File: src/rtl/code_transmitter.sv
// code_transmitter: sends a 4-digit BCD code to a lock and reports its response.
// Optional admin recovery sequence is enabled by defining CODE_TX_ADMIN_RECOVERY_EN.
module code_transmitter #(
    parameter logic [3:0] ADMIN_PASSWORD_0 = 4'd0,
    parameter logic [3:0] ADMIN_PASSWORD_1 = 4'd1,
    parameter logic [3:0] ADMIN_PASSWORD_2 = 4'd2,
    parameter logic [3:0] ADMIN_PASSWORD_3 = 4'd9,
    parameter int RESP_TIMEOUT = 15
) (
    input  logic        CLK,
    input  logic        RST,
    input  logic        start,
    input  logic [15:0] code,
    input  logic        setReq,
    input  logic        unlockLight,
    input  logic        errorLight,
    input  logic        warningLight,
    output logic [3:0]  digit,
    output logic        setMode,
    output logic        busy,
    output logic        done,
    output logic [1:0]  result
);
    typedef enum logic [2:0] {
        IDLE,
`ifdef CODE_TX_ADMIN_RECOVERY_EN
        ADMIN,
`endif
        SEND,
        WAIT,
        DONE
    } state_t;

    localparam logic [7:0] LAST_WAIT = 8'(RESP_TIMEOUT - 1);

    state_t state, nextState;
    logic [7:0] cnt, nextCnt;
    logic [15:0] codeReg;
    logic setReg;
    logic [1:0] nextResult;

    assign busy = state != IDLE;
    assign done = state == DONE;

    // State, counter, result and latched request registers
    always_ff @(posedge CLK) begin
        if (RST) begin
            state <= IDLE;
            cnt <= 8'd0;
            result <= 2'b00;
            codeReg <= 16'd0;
            setReg <= 1'b0;
        end else begin
            state <= nextState;
            cnt <= nextCnt;
            result <= nextResult;
            if (state == IDLE && start) begin
                codeReg <= code;
                setReg <= setReq;
            end
        end
    end

    // Next-state, counter, result and lock-facing outputs
    always_comb begin
        nextState = state;
        nextCnt = cnt;
        nextResult = result;
        digit = 4'hF;
        setMode = 1'b0;
        case (state)
            IDLE: begin
                nextCnt = 8'd0;
                if (start) begin
                    nextResult = 2'b00;
                    if (warningLight) begin
`ifdef CODE_TX_ADMIN_RECOVERY_EN
                        nextState = ADMIN;
`else
                        nextState = DONE;
                        nextResult = 2'b11;
`endif
                    end else begin
                        nextState = SEND;
                    end
                end
            end
`ifdef CODE_TX_ADMIN_RECOVERY_EN
            ADMIN: begin
                digit = cnt == 8'd0 ? ADMIN_PASSWORD_0 :
                        cnt == 8'd1 ? ADMIN_PASSWORD_1 :
                        cnt == 8'd2 ? ADMIN_PASSWORD_2 :
                        cnt == 8'd3 ? ADMIN_PASSWORD_3 : 4'hF;
                nextCnt = cnt == 8'd5 ? 8'd0 : cnt + 8'd1;
                nextState = cnt == 8'd5 ? SEND : ADMIN;
            end
`endif
            SEND: begin
                digit = codeReg[{cnt[1:0], 2'b00} +: 4];
                setMode = setReg;
                nextCnt = cnt == 8'd3 ? 8'd0 : cnt + 8'd1;
                nextState = cnt != 8'd3 ? SEND : setReg ? DONE : WAIT;
            end
            WAIT: begin
                nextCnt = cnt + 8'd1;
                if (errorLight) begin
                    nextState = DONE;
                    nextResult = 2'b10;
                end else if (unlockLight) begin
                    nextState = DONE;
                    nextResult = 2'b01;
                end else if (cnt == LAST_WAIT) begin
                    nextState = DONE;
                    nextResult = 2'b11;
                end
            end
            DONE: begin
                nextState = IDLE;
                nextCnt = 8'd0;
            end
            default: begin
                nextState = IDLE;
                nextCnt = 8'd0;
            end
        endcase
    end
endmodule

File: config.mk
export PLATFORM = sky130hd
export DESIGN_NAME = code_transmitter
export DESIGN_NICKNAME = d
export VERILOG_FILES = /design/src/rtl/code_transmitter.sv
export SDC_FILE = /design/constraint.sdc
export NUM_CORES = 1
export LEC_CHECK = 0
export ABC_AREA = 1
export BUFFER_PORTS_ARGS = -buffer_cell sky130_fd_sc_hd__buf_2
export CAP_MARGIN = 20
export CORE_MARGIN = 2
export CORE_UTILIZATION = 50
export CTS_CLUSTER_SIZE = 28
export DETAILED_ROUTE_END_ITERATION = 12
export GPL_TIMING_DRIVEN = 1
export PLACE_DENSITY = 0.75
export SKIP_CTS_REPAIR_TIMING = 1
export SLEW_MARGIN = 20
export SYNTH_ARGS = -nofsm -noshare
export SYNTH_HDL_FRONTEND = slang
export SYNTH_SLANG_ARGS = --single-unit
File: constraint.sdc
create_clock -name CLK -period 2 [get_ports CLK]
set_input_delay 0.4 -clock CLK [delete_from_list [all_inputs] [get_ports CLK]]
set_output_delay 0.4 -clock CLK [all_outputs]
set_load 0.1 [all_outputs]
==> results.md, run 1 <==
* Max-slew headroom at around two thirds
* DRC viols at 0
* Cell Area, Synth at approximately 1400 sq um
* Worst Path Max Fanout at 9
* Post-synth net total at approximately 230
* Sequential power share at between 30 and 40%
* # setup viols final at 0
* Reg-to-reg setup timing slack at between 300 and 400 ps
* Clk pwr share at between 10% and 20%
* RSZ-0062 raised after global routing: no
* Cell Pwr Density at around 1500 nW/um^2
* Reg clk slew, reported paths at around 90 ps
* Port Buf Inserts at 31
* DP Wirelength at between 2000 and 2500 um
* Slew @ Worst Pin at approximately 490 ps
* Hold Crit Class: input pin to flip-flop
* Vias in the first global route at between 1000 and 1500
* CTS tree: built
* Initial antenna violation count at 0
* Setup CP Type: flip-flop to output pin
* Post-route cell area at about 1700 sq um
* Global-route usage over all layers at roughly a fifth
* Crit path launch type: flip-flop
* Pleak at 0.7824 nW
* Clock skew at 3.754 ps
* CTS max path bufs at 2
* Switching Fraction at around 50%
* Fill cell count at ~260
* Via count at ~1300
* Yosys cell types at 25
* 1st-iter DRT viols at 38
* FF-to-FF End: codeReg[0]$_SDFFE_PP0P_
* Critical Path Sink Type: output pin
* Initial Util at approximately 52%
* Hold Violations, Final at 0
* Final ANT Viol Nets at 0
* Setup WS post-layout at a little over 80 ps
* Synth-to-layout area growth at 23.34%
* IO Pins at 32
* Avg Inst Size Synth at a little over 7 sq um
* Register area share after synthesis at 41.17%
* Clk root buf: clkbuf_4
* CP Cell Sequence: clkinvlp_4, o21ai_0, o221ai_2, buf_4
* Largest net degree at the start of global routing at 20
* Synth warn at 0
* N_diodes at 0
* Row cnt at 19
* Area after DPL at approximately 1600 sq um
* Number of detailed-route iterations in the first pass at 4
* Critical R2R Launch: state[0]$_SDFFE_PP0P_
* Routed WL at roughly 3000 um
* Worst reg2reg path depth at 6
* Die area at 3261 sq um
* Fin nets at 265
* Gpl congestion at around 0.8
* Layout cells sized above 1 at 23.31%
* First-pass GRT wire length at slightly above 5000 um
* Max VDD drop at around 0.0010 V
* Required @ worst endpoint at about 1600 ps
* Core ar. at between 2000 and 3000 sq um
* FF+latch count, synth at 29
* # clock sinks at 29
* Setup crit end: digit[3]
* CP Launch Point: cnt[0]$_SDFF_PP0_
* Via/cell ratio at roughly 4.9
* Clock Latency Late Sink at ~320 ps
* Cells after synthesis at 200
* CP arrival at 1520 ps
* Int Pwr at roughly 1.3 mW
* Max Slew Vio Count at 0
* Max Clock Freq at approximately 0.52 GHz
* Biggest cell delay along the critical path at just over 400 ps
* Min Clock Period, post-route at between 1500 and 2000 ps
* P_sw at ~1.2 mW
* Cts bufs inserted at 5
* DR WL/cell at 11.21 um
* Gate power share at between 50 and 60%
* Status: completed
* Number of max-cap violations at 0
* Final core utilization at between 60 and 70%
* H-tree levels at 2
* Final global-route overflow total at 0
* Die height at approximately 57 um
* Critical-path top delay cell: dfxtp_1
* DP Worst Slack at ~320 ps
* Period utilization at 95.93%
* Die W at 57.11 um
[flip-flops by register name, summed over array words and instances, names as in the netlist]
name	count
state	2
result	2
setReg	1
codeReg	16
cnt	8
[layout make-up]
class,count,area (sq um),share of cell area [%]
Multi-Input combinational cell,146,759.5,43.67
Sequential cell,29,580.6,33.38
Timing Repair Buffer,33,205.2,11.80
Inverter,21,82.58,4.748
Tap cell,31,38.79,2.230
Clock buffer,5,37.54,2.158
Clock inverter,2,35.03,2.014
[worst max-delay path: cells and delay by family, from the launching register on]
| family | cells | cell delay [ps] |
|---|---|---|
| compound gates | 2 | 330 |
| flops | 1 | 410 |
| buf+inv | 2 | 440 |
[power groups by stage]
stage / Combinational [mW] / Sequential (mW) / Clock (mW)
4_1_cts: 1.26 / 0.771 / 0.465
5_1_grt: 1.42 / 0.790 / 0.494
3_5_place_dp: 1.24 / 0.782 / 0
2_1_floorplan: 0.920 / 0.894 / 0
6_report: 1.30 / 0.775 / 0.458
3_3_place_gp: 1.24 / 0.783 / 0
[metal layers]
metal / GRT usage [%] / up-vias / part of all wire (%)
li1: - / 710 / -
met1: 25.82 / 560 / 48
met2: 29.72 / 31 / 45
met3: 7.029 / 6 / 5.2
met4: 7.973 / 0 / 1.8
met5: 0 / - / 0
[kinds of logic after synthesis]
group	share of synthesized area [%]
AOI/OAI and AO/OA	14.91
xor gates and xnor gates	2.485
adders and majority gates	5.324
buffers and inverters	6.920
DFF	41.17
and+or+nand+nor	29.19
[per-stage QoR]
stage,std cells,power [mW],setup TNS [ps],hold WS (ps)
finish,267,2.537,0,276.8
global route,267,2.704,0,266.4
CTS,267,2.492,-184.5,267.4
detailed placement,260,2.026,0,473.7
global placement,260,2.019,0,463.7
floorplan,200,1.814,0,449.5
[worst min-delay path by stage]
| stage | cells past startpoint | from | end |
|---|---|---|---|
| after floorplan | 2 | codeReg[0]$_SDFFE_PP0P_ | codeReg[0]$_SDFFE_PP0P_ |
| after global placement | 2 | codeReg[13]$_SDFFE_PP0P_ | codeReg[13]$_SDFFE_PP0P_ |
| after detailed placement | 2 | codeReg[13]$_SDFFE_PP0P_ | codeReg[13]$_SDFFE_PP0P_ |
| after CTS | 2 | RST | state[0]$_SDFFE_PP0P_ |
| after global routing | 2 | RST | state[0]$_SDFFE_PP0P_ |
| final | 2 | RST | state[0]$_SDFFE_PP0P_ |
[synth_stat cells]
library cell / number / share of area, %
inv_2: 1 / 0.27
nor2_1: 68 / 18
clkbuf_2: 1 / 0.35
clkbuf_1: 1 / 0.27
o21ai_0: 29 / 10
nand4_1: 1 / 0.44
inv_1: 18 / 4.8
nand2_2: 2 / 0.89
nand3_1: 4 / 1.4
nand2_1: 17 / 4.5
nand3b_2: 1 / 0.80
nand3_2: 2 / 1.4
nor2_4: 1 / 0.80
o21ai_2: 1 / 0.62
a31oi_1: 1 / 0.44
nor2_2: 1 / 0.44
o221ai_1: 4 / 2.5
clkinv_1: 2 / 0.53
xnor2_1: 2 / 1.2
a21oi_1: 3 / 1.1
nor3_1: 1 / 0.35
buf_2: 2 / 0.71
ha_1: 6 / 5.3
xor2_1: 2 / 1.2
dfxtp_1: 29 / 41
[cell usage in the layout, fill, tap and decap left out, types with 3 or more instances in the layout]
| cell | count |
|---|---|
| inv_1 | 18 |
| nand3_1 | 4 |
| clkbuf_4 | 5 |
| dfxtp_1 | 29 |
| buf_2 | 25 |
| ha_1 | 5 |
| buf_4 | 5 |
| nor2_1 | 68 |
| o21ai_1 | 3 |
| o21ai_0 | 26 |
| nand2_1 | 17 |
| a21oi_1 | 3 |
| o221ai_2 | 4 |
(Power assumes the default switching activity.)
==> run 2, diff against run 1 <==
--- a/config.mk
+++ b/config.mk
@@ -8,12 +8,14 @@
 export ABC_AREA = 1
 export BUFFER_PORTS_ARGS = -buffer_cell sky130_fd_sc_hd__buf_2
 export CAP_MARGIN = 20
+export CELL_PAD_IN_SITES_DETAIL_PLACEMENT = 0
+export CELL_PAD_IN_SITES_GLOBAL_PLACEMENT = 1
 export CORE_MARGIN = 2
-export CORE_UTILIZATION = 50
+export CORE_UTILIZATION = 37
 export CTS_CLUSTER_SIZE = 28
 export DETAILED_ROUTE_END_ITERATION = 12
 export GPL_TIMING_DRIVEN = 1
-export PLACE_DENSITY = 0.75
+export PLACE_DENSITY_LB_ADDON = 0.1
 export SKIP_CTS_REPAIR_TIMING = 1
 export SLEW_MARGIN = 20
 export SYNTH_ARGS = -nofsm -noshare
==> run 2 against run 1 <==
Effect of this change: critical path depth unchanged; wire length increased by 9.0%; flip-flop and latch count stayed put; via count rose by 3.4%; final cell count is 6.7% higher; die area grew 33%; first-iteration DRC count increased by 100%; fmax increased by 0.85%; critical path type unchanged; largest cell class unchanged; highest routed layer unchanged.
==> results.md, run 2 (synthesis results as in run 1) <==
* Max FFs per register at 16
* Fin nets at roughly 270
* DRC viols at 0
* Die height at 65.74 um
* Worst Path Max Fanout at 10
* Die area at 4321 sq um
* Setup WS post-layout at between 90 and 100 ps
* Max VDD drop at approximately 0.0011 V
* Reg-to-reg setup timing slack at between 400 and 500 ps
* First-pass GRT wire length at between 5000 and 6000 um
* CTS tree: built
* Row cnt at 22
* # clock sinks at 29
* Clock Latency Late Sink at around 280 ps
* Initial Util at 38.52%
* DR WL/cell at around 11 um
* Final global-route overflow total at 0
* Register with the most flip-flops: codeReg
* Via/cell ratio at around 4.7
* Via count at between 1000 and 1500
* Max Slew Vio Count at 0
* CTS max path bufs at 2
* Pleak at slightly below 0.8 nW
* Number of detailed-route iterations in the first pass at 5
* Vias in the first global route at ~1400
* Setup CP Type: flip-flop to output pin
* Gpl congestion at a little under 0.9
* Routed WL at ~3300 um
* Status: completed
* Non-filler instance count after layout at between 200 and 300
* Layout cells sized above 1 at about a quarter
* Cell Pwr Density at 1502 nW/um^2
* Reg clk slew, reported paths at ~60 ps
* Setup tns final at 0 ps
* Max Clock Freq at 0.5256 GHz
* RSZ-0062 raised after global routing: no
* Final ANT Viol Nets at 0
* Max-slew headroom at a little under two thirds
* Min Clock Period, post-route at ~1900 ps
* Fill cell count at a little under 400
* Post-route cell area at roughly 1800 sq um
* CP arrival at about 1500 ps
* Global-route usage over all layers at between 10% and 20%
* Most frequent cells in the layout: 68 x nor2_1, 28 x o21ai_0, 28 x dfxtp_1
* Regs by FF count: codeReg: 16 flops, cnt: 8 flops
* Hold Slack at around 330 ps
* IO Pins at 32
* Hold Crit Class: input pin to flip-flop
* Die W at 65.74 um
* Largest net degree at the start of global routing at 20
* Hold Violations, Final at 0
* Area after DPL at 1662 sq um
* Clock skew at 4.779 ps
* Critical Path Sink Type: output pin
* DP Worst Slack at ~200 ps
* Port Buf Inserts at 31
* # setup viols final at 0
* Clk root buf: clkbuf_8
* Commonest non-fill, non-tap cell in the layout: nor2_1
* Synth-to-layout area growth at 27.60%
* DP Wirelength at about 2400 um
* H-tree levels at 2
* Cts bufs inserted at 5
* Slew @ Worst Pin at about 550 ps
* N_diodes at 0
* Period utilization at roughly 95%
* Post-Place Cells at 277
* Required @ worst endpoint at approximately 1600 ps
* Core ar. at 3661 sq um
* 1st-iter DRT viols at 76
* Crit path launch type: flip-flop
* Number of max-cap violations at 0
* Initial antenna violation count at 0
-- run 2: cell count changes in the layout (fill, tap and decap cells not counted) --
cell        previous run  this run
buf_4                  5         6
clkinv_2               1         0
o21ai_1                3         1
buf_2                 25        26
o21ai_0               26        28
dfxtp_1               29        28
clkinvlp_4             1         2
clkbuf_4               5         0
clkbuf_8               0         6
dfxtp_2                0         1
buf_6                  2         0
-- run 2: layer usage --
| metal | wire [um] | GRT usage [%] |
|---|---|---|
| met5 | 0 | 0 |
| met4 | 49 | 7.552 |
| met3 | 141 | 4.452 |
| met2 | 1582 | 29.80 |
| met1 | 1487 | 20.23 |
-- run 2: cell type report --
type	instances	area, sq um	share of cell area (%)
flip-flops and latches	29	581.8	32.34
clock inverters	2	37.54	2.086
inverters	21	82.58	4.590
clock buffers	6	82.58	4.590
well taps	48	60.06	3.338
multi-input cells	146	759.5	42.21
repair buffers	33	195.2	10.85
-- run 2: report_power, final --
group / total, mW / switching (mW) / internal, mW
clock: 0.635 / 0.231 / 0.405
sequential: 0.786 / 0.0855 / 0.701
combinational: 1.28 / 0.957 / 0.323
-- run 2: per-stage QoR --
step	total power [mW]	util, %
after global routing	2.883	49.15
after global placement	2.043	45.39
after CTS	2.691	48.67
after detailed placement	2.053	45.39
after floorplan	1.814	-
final	2.702	49.15
-- run 2: path summary, 6_finish.rpt --
| kind | start | to | cells after the start |
|---|---|---|---|
| worst max register to register | state[0]$_SDFFE_PP0P_ | codeReg[4]$_SDFFE_PP0P_ | 6 |
| worst min-delay path | RST | state[1]$_SDFFE_PP0P_ | 2 |
| worst min register to register | codeReg[14]$_SDFFE_PP0P_ | codeReg[14]$_SDFFE_PP0P_ | 2 |
| worst max-delay path | cnt[0]$_SDFF_PP0_ | digit[2] | 4 |
-- run 2: critical path: stages (launching register included) --
cell,delay [ps]
dfxtp_2,430
clkinvlp_4,210
o21ai_0,230
o221ai_2,110
buf_4,240
